--- src/rtl/alu_sequencer.sv ---
// alu_sequencer: accepts one ALU command per handshake, sequences the operand loads,
// supervises the multi-cycle product unit and returns results with a flag snapshot.
module alu_sequencer #(
    parameter int TIMEOUT = 64
) (
    input  logic        CLK,
    input  logic        RST,
    input  logic        cmd_valid,
    output logic        cmd_ready,
    input  logic [5:0]  cmd_op,
    input  logic        cmd_v,
    input  logic        cmd_flop,
    input  logic [2:0]  cmd_opfl,
    input  logic [15:0] cmd_a,
    input  logic [15:0] cmd_b,
    input  logic [15:0] cmd_d,
    output logic [15:0] alu_A,
    output logic        alu_WA,
    output logic        alu_WB,
    output logic        alu_WD,
    output logic [5:0]  alu_op,
    output logic        alu_V,
    output logic [1:0]  alu_WR,
    output logic        alu_ENADi,
    output logic [2:0]  alu_opFL,
    input  logic [15:0] alu_R1,
    input  logic [15:0] alu_R2,
    input  logic [5:0]  alu_FL,
    input  logic        alu_FINP,
    output logic        res_valid,
    output logic [15:0] res1,
    output logic [15:0] res2,
    output logic [5:0]  res_fl,
    output logic        err
);

    localparam int CW = $clog2(TIMEOUT) + 1;
    localparam logic [CW-1:0] CNT_LAST = CW'(TIMEOUT - 1);

    typedef enum logic [2:0] {
        S_IDLE  = 3'd0,
        S_LDA   = 3'd1,
        S_LDB   = 3'd2,
        S_LDD   = 3'd3,
        S_EXEC  = 3'd4,
        S_WAITP = 3'd5,
        S_FLG   = 3'd6,
        S_DONE  = 3'd7
    } state_t;

    function automatic logic is_prod(input logic [5:0] op);
        return op[5:3] == 3'b100;
    endfunction

    function automatic logic is_unary(input logic [5:0] op);
        return op[5:3] == 3'b101;
    endfunction

    function automatic logic is_needd(input logic [5:0] op);
        return (op == 6'b100101) || (op == 6'b100111);
    endfunction

    state_t          state_r, state_nxt_s;
    logic [CW-1:0]   cnt_r, cnt_nxt_s;
    logic [5:0]      op_r;
    logic            flop_r;
    logic [2:0]      opfl_r;
    logic [15:0]     a_r, b_r, d_r;

    logic            accept_s, commit_s, err_nxt_s;
    logic [5:0]      op_s, op_nxt_s, fl_nxt_s;
    logic            flop_s;
    logic [2:0]      opfl_s, opfl_nxt_s;
    logic [15:0]     a_s, b_s, d_s, a_nxt_s, res1_nxt_s, res2_nxt_s;
    logic            wa_nxt_s, wb_nxt_s, wd_nxt_s, en_nxt_s;
    logic [1:0]      wr_nxt_s;

    // The accepting cycle works on the live command, later states on the latched copy.
    assign accept_s = (state_r == S_IDLE) && cmd_valid;
    assign op_s     = accept_s ? cmd_op   : op_r;
    assign flop_s   = accept_s ? cmd_flop : flop_r;
    assign opfl_s   = accept_s ? cmd_opfl : opfl_r;
    assign a_s      = accept_s ? cmd_a    : a_r;
    assign b_s      = accept_s ? cmd_b    : b_r;
    assign d_s      = accept_s ? cmd_d    : d_r;

    // Next state, result capture and next values of every registered ALU control
    always_comb begin
        state_nxt_s = state_r;
        cnt_nxt_s   = cnt_r;
        res1_nxt_s  = res1;
        res2_nxt_s  = res2;
        err_nxt_s   = 1'b0;
        commit_s    = 1'b0;
        a_nxt_s     = 16'h0000;
        wa_nxt_s    = 1'b0;
        wb_nxt_s    = 1'b0;
        wd_nxt_s    = 1'b0;
        en_nxt_s    = 1'b0;
        wr_nxt_s    = 2'b00;
        opfl_nxt_s  = 3'b000;
        op_nxt_s    = 6'b000000;
        fl_nxt_s    = res_fl;
        case (state_r)
            S_IDLE: begin
                if (cmd_valid) begin
                    state_nxt_s = cmd_flop ? S_FLG : S_LDA;
                end else begin
                    state_nxt_s = S_IDLE;
                end
            end
            S_LDA:  state_nxt_s = is_unary(op_r) ? S_EXEC : S_LDB;
            S_LDB:  state_nxt_s = is_needd(op_r) ? S_LDD : S_EXEC;
            S_LDD:  state_nxt_s = S_EXEC;
            S_EXEC: begin
                if (is_prod(op_r)) begin
                    cnt_nxt_s   = {CW{1'b0}};
                    state_nxt_s = S_WAITP;
                end else begin
                    res1_nxt_s  = alu_R1;
                    res2_nxt_s  = 16'h0000;
                    state_nxt_s = S_DONE;
                end
            end
            S_WAITP: begin
                cnt_nxt_s = cnt_r + CW'(1);
                // A done pulse on the last allowed cycle still wins over the timeout.
                if (alu_FINP) begin
                    res1_nxt_s  = alu_R1;
                    res2_nxt_s  = alu_R2;
                    commit_s    = 1'b1;
                    state_nxt_s = S_DONE;
                end else if (cnt_r == CNT_LAST) begin
                    res1_nxt_s  = 16'h0000;
                    res2_nxt_s  = 16'h0000;
                    err_nxt_s   = 1'b1;
                    state_nxt_s = S_DONE;
                end else begin
                    state_nxt_s = S_WAITP;
                end
            end
            S_FLG: begin
                res1_nxt_s  = 16'h0000;
                res2_nxt_s  = 16'h0000;
                state_nxt_s = S_DONE;
            end
            S_DONE: begin
                err_nxt_s   = err;
                state_nxt_s = S_IDLE;
            end
            default: state_nxt_s = S_IDLE;
        endcase

        case (state_nxt_s)
            S_LDA: begin
                a_nxt_s  = a_s;
                wa_nxt_s = 1'b1;
            end
            S_LDB: begin
                a_nxt_s  = b_s;
                wb_nxt_s = 1'b1;
            end
            S_LDD: begin
                a_nxt_s  = d_s;
                wd_nxt_s = 1'b1;
            end
            S_EXEC: begin
                if (is_prod(op_s)) begin
                    en_nxt_s = 1'b1;
                end else begin
                    wr_nxt_s = 2'b01;
                end
            end
            S_FLG:  opfl_nxt_s = opfl_s;
            S_DONE: begin
                wr_nxt_s = commit_s ? 2'b01 : 2'b00;
                fl_nxt_s = alu_FL;
            end
            default: a_nxt_s = 16'h0000;
        endcase

        if ((state_nxt_s == S_IDLE) || flop_s) begin
            op_nxt_s = 6'b000000;
        end else begin
            op_nxt_s = op_s;
        end
    end

    // State, counter and registered outputs
    always_ff @(posedge CLK) begin
        if (RST) begin
            state_r   <= S_IDLE;
            cnt_r     <= {CW{1'b0}};
            cmd_ready <= 1'b1;
            alu_A     <= 16'h0000;
            alu_WA    <= 1'b0;
            alu_WB    <= 1'b0;
            alu_WD    <= 1'b0;
            alu_op    <= 6'b000000;
            alu_V     <= 1'b0;
            alu_WR    <= 2'b00;
            alu_ENADi <= 1'b0;
            alu_opFL  <= 3'b000;
            res_valid <= 1'b0;
            res1      <= 16'h0000;
            res2      <= 16'h0000;
            res_fl    <= 6'b000000;
            err       <= 1'b0;
        end else begin
            state_r   <= state_nxt_s;
            cnt_r     <= cnt_nxt_s;
            cmd_ready <= (state_nxt_s == S_IDLE);
            alu_A     <= a_nxt_s;
            alu_WA    <= wa_nxt_s;
            alu_WB    <= wb_nxt_s;
            alu_WD    <= wd_nxt_s;
            alu_op    <= op_nxt_s;
            alu_V     <= accept_s ? cmd_v : alu_V;
            alu_WR    <= wr_nxt_s;
            alu_ENADi <= en_nxt_s;
            alu_opFL  <= opfl_nxt_s;
            res_valid <= (state_nxt_s == S_DONE);
            res1      <= res1_nxt_s;
            res2      <= res2_nxt_s;
            res_fl    <= fl_nxt_s;
            err       <= err_nxt_s;
        end
    end

    // Command latch, loaded on the accepting edge
    always_ff @(posedge CLK) begin
        if (RST) begin
            op_r   <= 6'b000000;
            flop_r <= 1'b0;
            opfl_r <= 3'b000;
            a_r    <= 16'h0000;
            b_r    <= 16'h0000;
            d_r    <= 16'h0000;
        end else if (accept_s) begin
            op_r   <= cmd_op;
            flop_r <= cmd_flop;
            opfl_r <= cmd_opfl;
            a_r    <= cmd_a;
            b_r    <= cmd_b;
            d_r    <= cmd_d;
        end else begin
            op_r   <= op_r;
            flop_r <= flop_r;
            opfl_r <= opfl_r;
            a_r    <= a_r;
            b_r    <= b_r;
            d_r    <= d_r;
        end
    end

endmodule

--- config.mk ---
export PLATFORM = sky130hd
export DESIGN_NAME = alu_sequencer
export DESIGN_NICKNAME = d
export VERILOG_FILES = /design/src/rtl/alu_sequencer.sv
export SDC_FILE = /design/constraint.sdc
export NUM_CORES = 1
export LEC_CHECK = 0
export ABC_AREA = 1
export CORE_ASPECT_RATIO = 0.75
export CORE_UTILIZATION = 47
export CTS_CLUSTER_DIAMETER = 200
export DETAILED_ROUTE_END_ITERATION = 10
export PLACE_DENSITY = 0.86
export SLEW_MARGIN = 40
export SYNTH_ARGS = -nofsm -noshare
export SYNTH_HDL_FRONTEND = slang
export SYNTH_SLANG_ARGS = --single-unit
--- constraint.sdc ---
create_clock -name CLK -period 1.98 [get_ports CLK]
set_clock_uncertainty 0.05 [all_clocks]
set_input_delay 0.594 -clock CLK [delete_from_list [all_inputs] [get_ports CLK]]
set_output_delay 0.594 -clock CLK [all_outputs]
set_load 0.005 [all_outputs]
==> out/results.tsv <==
metric	value	unit
status	finished clean	
wire per inst	14.33	um
register area	0.002803	sq mm
fraction of post-synthesis cell area in the top cell type by area	49.71	%
clock tree buffer depth	2	
Filler Cell Count	916	
Max Slew Vio Count	0	
Detailed Route WL	15240	um
FP Rows	34	
total I/O pin count	174	
Tmin final	1.909	ns
r2r startpoint	state_r[2]	
clock sink count	140	
DP HPWL	10140	um
placed instance count	1032	
end of the worst register-to-register path	res1[3]	
VDD IR max	0.0006950	V
Lkg Pwr	3.490	nW
GRT Overall Usage	24.88	%
Critical Path RT	1.34	ns
critical path arrival	1.27	ns
ys flop type	dfxtp_1	
RD Place Congestion	0.8008	
# diodes	0	
FF-to-FF setup slack	0.14	ns
Die Wd	128.5	um
die footprint	0.01244	sq mm
Cells after Synth	710	
min-delay worst type	register to register	
hold worst-path end	res2[11]	
Final ANT Viol Nets	0	
Root Driver	clkbuf_16	
vias after detailed routing	5133	
Buf/Inv on CP	1	
period utilization	96.44	%
gr ovfl total	0	
CTS buffer count	17	
crit end category	output pin	
RSZ-0062 raised after global routing	no	
asr flop ratio synth	0	%
CP startpoint kind	register	
first-pass GRT wire length	24290	um
final design area excluding fillers	0.008245	sq mm
area leader, netlist	dfxtp_1	
WHS Path Cells	2	
f_max	523.7	MHz
top cells by area, synth	dfxtp_1, nand2_1, nor2_1	
vias per inst	4.824	
pwr/cell area	1058	mW/mm^2
Seq cells post-synth	140	
final net count	991	
EDFF count, synth	0	
synth warn	0	
critical path depth	1	
Finished Layout Cells	1064	
Mapped Nets	812	
drt first pass iters	4	
post-placement setup slack	-0.2378	ns
Cell Area, Placed	0.007587	sq mm
Syn Area/Cell	7.941	sq um
DRT iter0 DRCs	315	
Worst Setup SP	res2[1]	
fin worst setup slack	0.07052	ns
CP max stage delay	0.52	ns
Worst Min Path Start	res2[11]	
synthesized area	0.005638	sq mm
end-of-flow core utilization	70.74	%
Core ar.	0.01166	sq mm
Multi-input gate area	0.002315	sq mm
depth of the worst register-to-register path	7	
initial antenna violation count	3	
H-tree depth	4	
Layout Area Growth over Synthesis	46.25	%
Initial Util	48.37	%
most frequent cells after synthesis	dfxtp_1, nand2_1, nor2_1	
fraction of layout cells with a size suffix above 1	9.867	%
Post-CTS Setup Inserts	0	
vias in the first global route	4894	
Synth cell types	38	
Final Hold Fails	0	
clk_lat worst skew	0.40	ns
Crit Path Class	register to output pin	
most frequent cell after synthesis	dfxtp_1	
die height	96.85	um
Crit path max-delay family	buffers and inverters	
CTS tree	done	
CTS clk-pin slew, worst paths	0.05	ns
slowest CP cell	clkdlybuf4s50_1	
register area share after synthesis	49.71	%
critical path cell sequence	clkdlybuf4s50_1	
Port-buffer cells	172	
drt drc	0	
setup TNS	0	ns
crit path max fanout	2	
max-cap violations	0	
Finish-stage setup viols	0	
largest net degree at the start of global routing	100	
[logic make-up after synthesis]
logic type | share of synthesized area, %
adders and majority gates | 0.2219
AOI/OAI and AO/OA | 11.34
buffers and inverters | 9.232
and+or+nand+nor | 28.21
DFF | 49.71
other | 0.06651
xor gates and xnor gates | 0.1554
muxes | 1.065
[worst max path at each step]
stage                            to  slack [ns]
final                       res2[1]        0.07
after global routing        res2[1]        0.01
after CTS                   res2[1]        0.05
after detailed placement    op_r[1]       -0.24
after global placement    alu_op[0]       -0.20
after floorplan             a_r[10]        0.32
[timing repair]
action | in CTS | in global routing
hold buffers | 0 | 0
resized for setup | 0 | 2
endpoints found under the setup margin | 0 | 13
[per-layer routing]
layer	up-vias	track usage, %	part of all wire [%]
met2	154	39.75	45
met4	4	5.430	1.2
met1	2334	31.71	45
li1	2619	-	-
met5	-	0	0.16
met3	22	9.513	8.3
[layout by cell type (no fill, tap or decap), types with 30 or more instances in the layout]
cell type,synthesis,layout
a21oi_1,38,38
clkdlybuf4s50_1,0,171
dfxtp_1,140,140
inv_1,64,64
nand2_1,125,125
nand3_1,41,41
nor2_1,92,92
o21a_1,33,33
o21ai_0,30,30
or2_1,40,40
[stage by stage]
step | hold slack, ns | power [mW]
6_report | 0.4085 | 8.724
5_1_grt | 0.4302 | 9.154
4_1_cts | 0.4110 | 8.769
3_5_place_dp | 0.4021 | 5.259
3_3_place_gp | 0.3962 | 5.219
2_1_floorplan | 0.4000 | 4.499
[cell type report]
class                      instances  share of cell area (%)
sequential                       140                   33.99
inverter                          70                   3.217
tap                              162                   2.458
timing repair buffer             200                   24.31
clock buffer                      18                   5.326
clock inverter                    14                   2.625
multi-input combinational        460                   28.07
[power by group]
group / internal (mW) / total [mW] / switching, mW
Clock: 2.27 / 3.48 / 1.21
Combinational: 1.00 / 1.97 / 0.972
Sequential: 3.14 / 3.27 / 0.125
Total: 6.42 / 8.72 / 2.31
[flip-flops by register name, indices dropped and copies added (netlist names), 3 cells and up]
signal	count
op_r	6
d_r	16
res1	16
cnt_r	7
state_r	3
b_r	16
opfl_r	3
alu_op	6
alu_opFL	3
res2	16
a_r	16
alu_A	16
res_fl	6
Power figures use the tool's default switching activity.
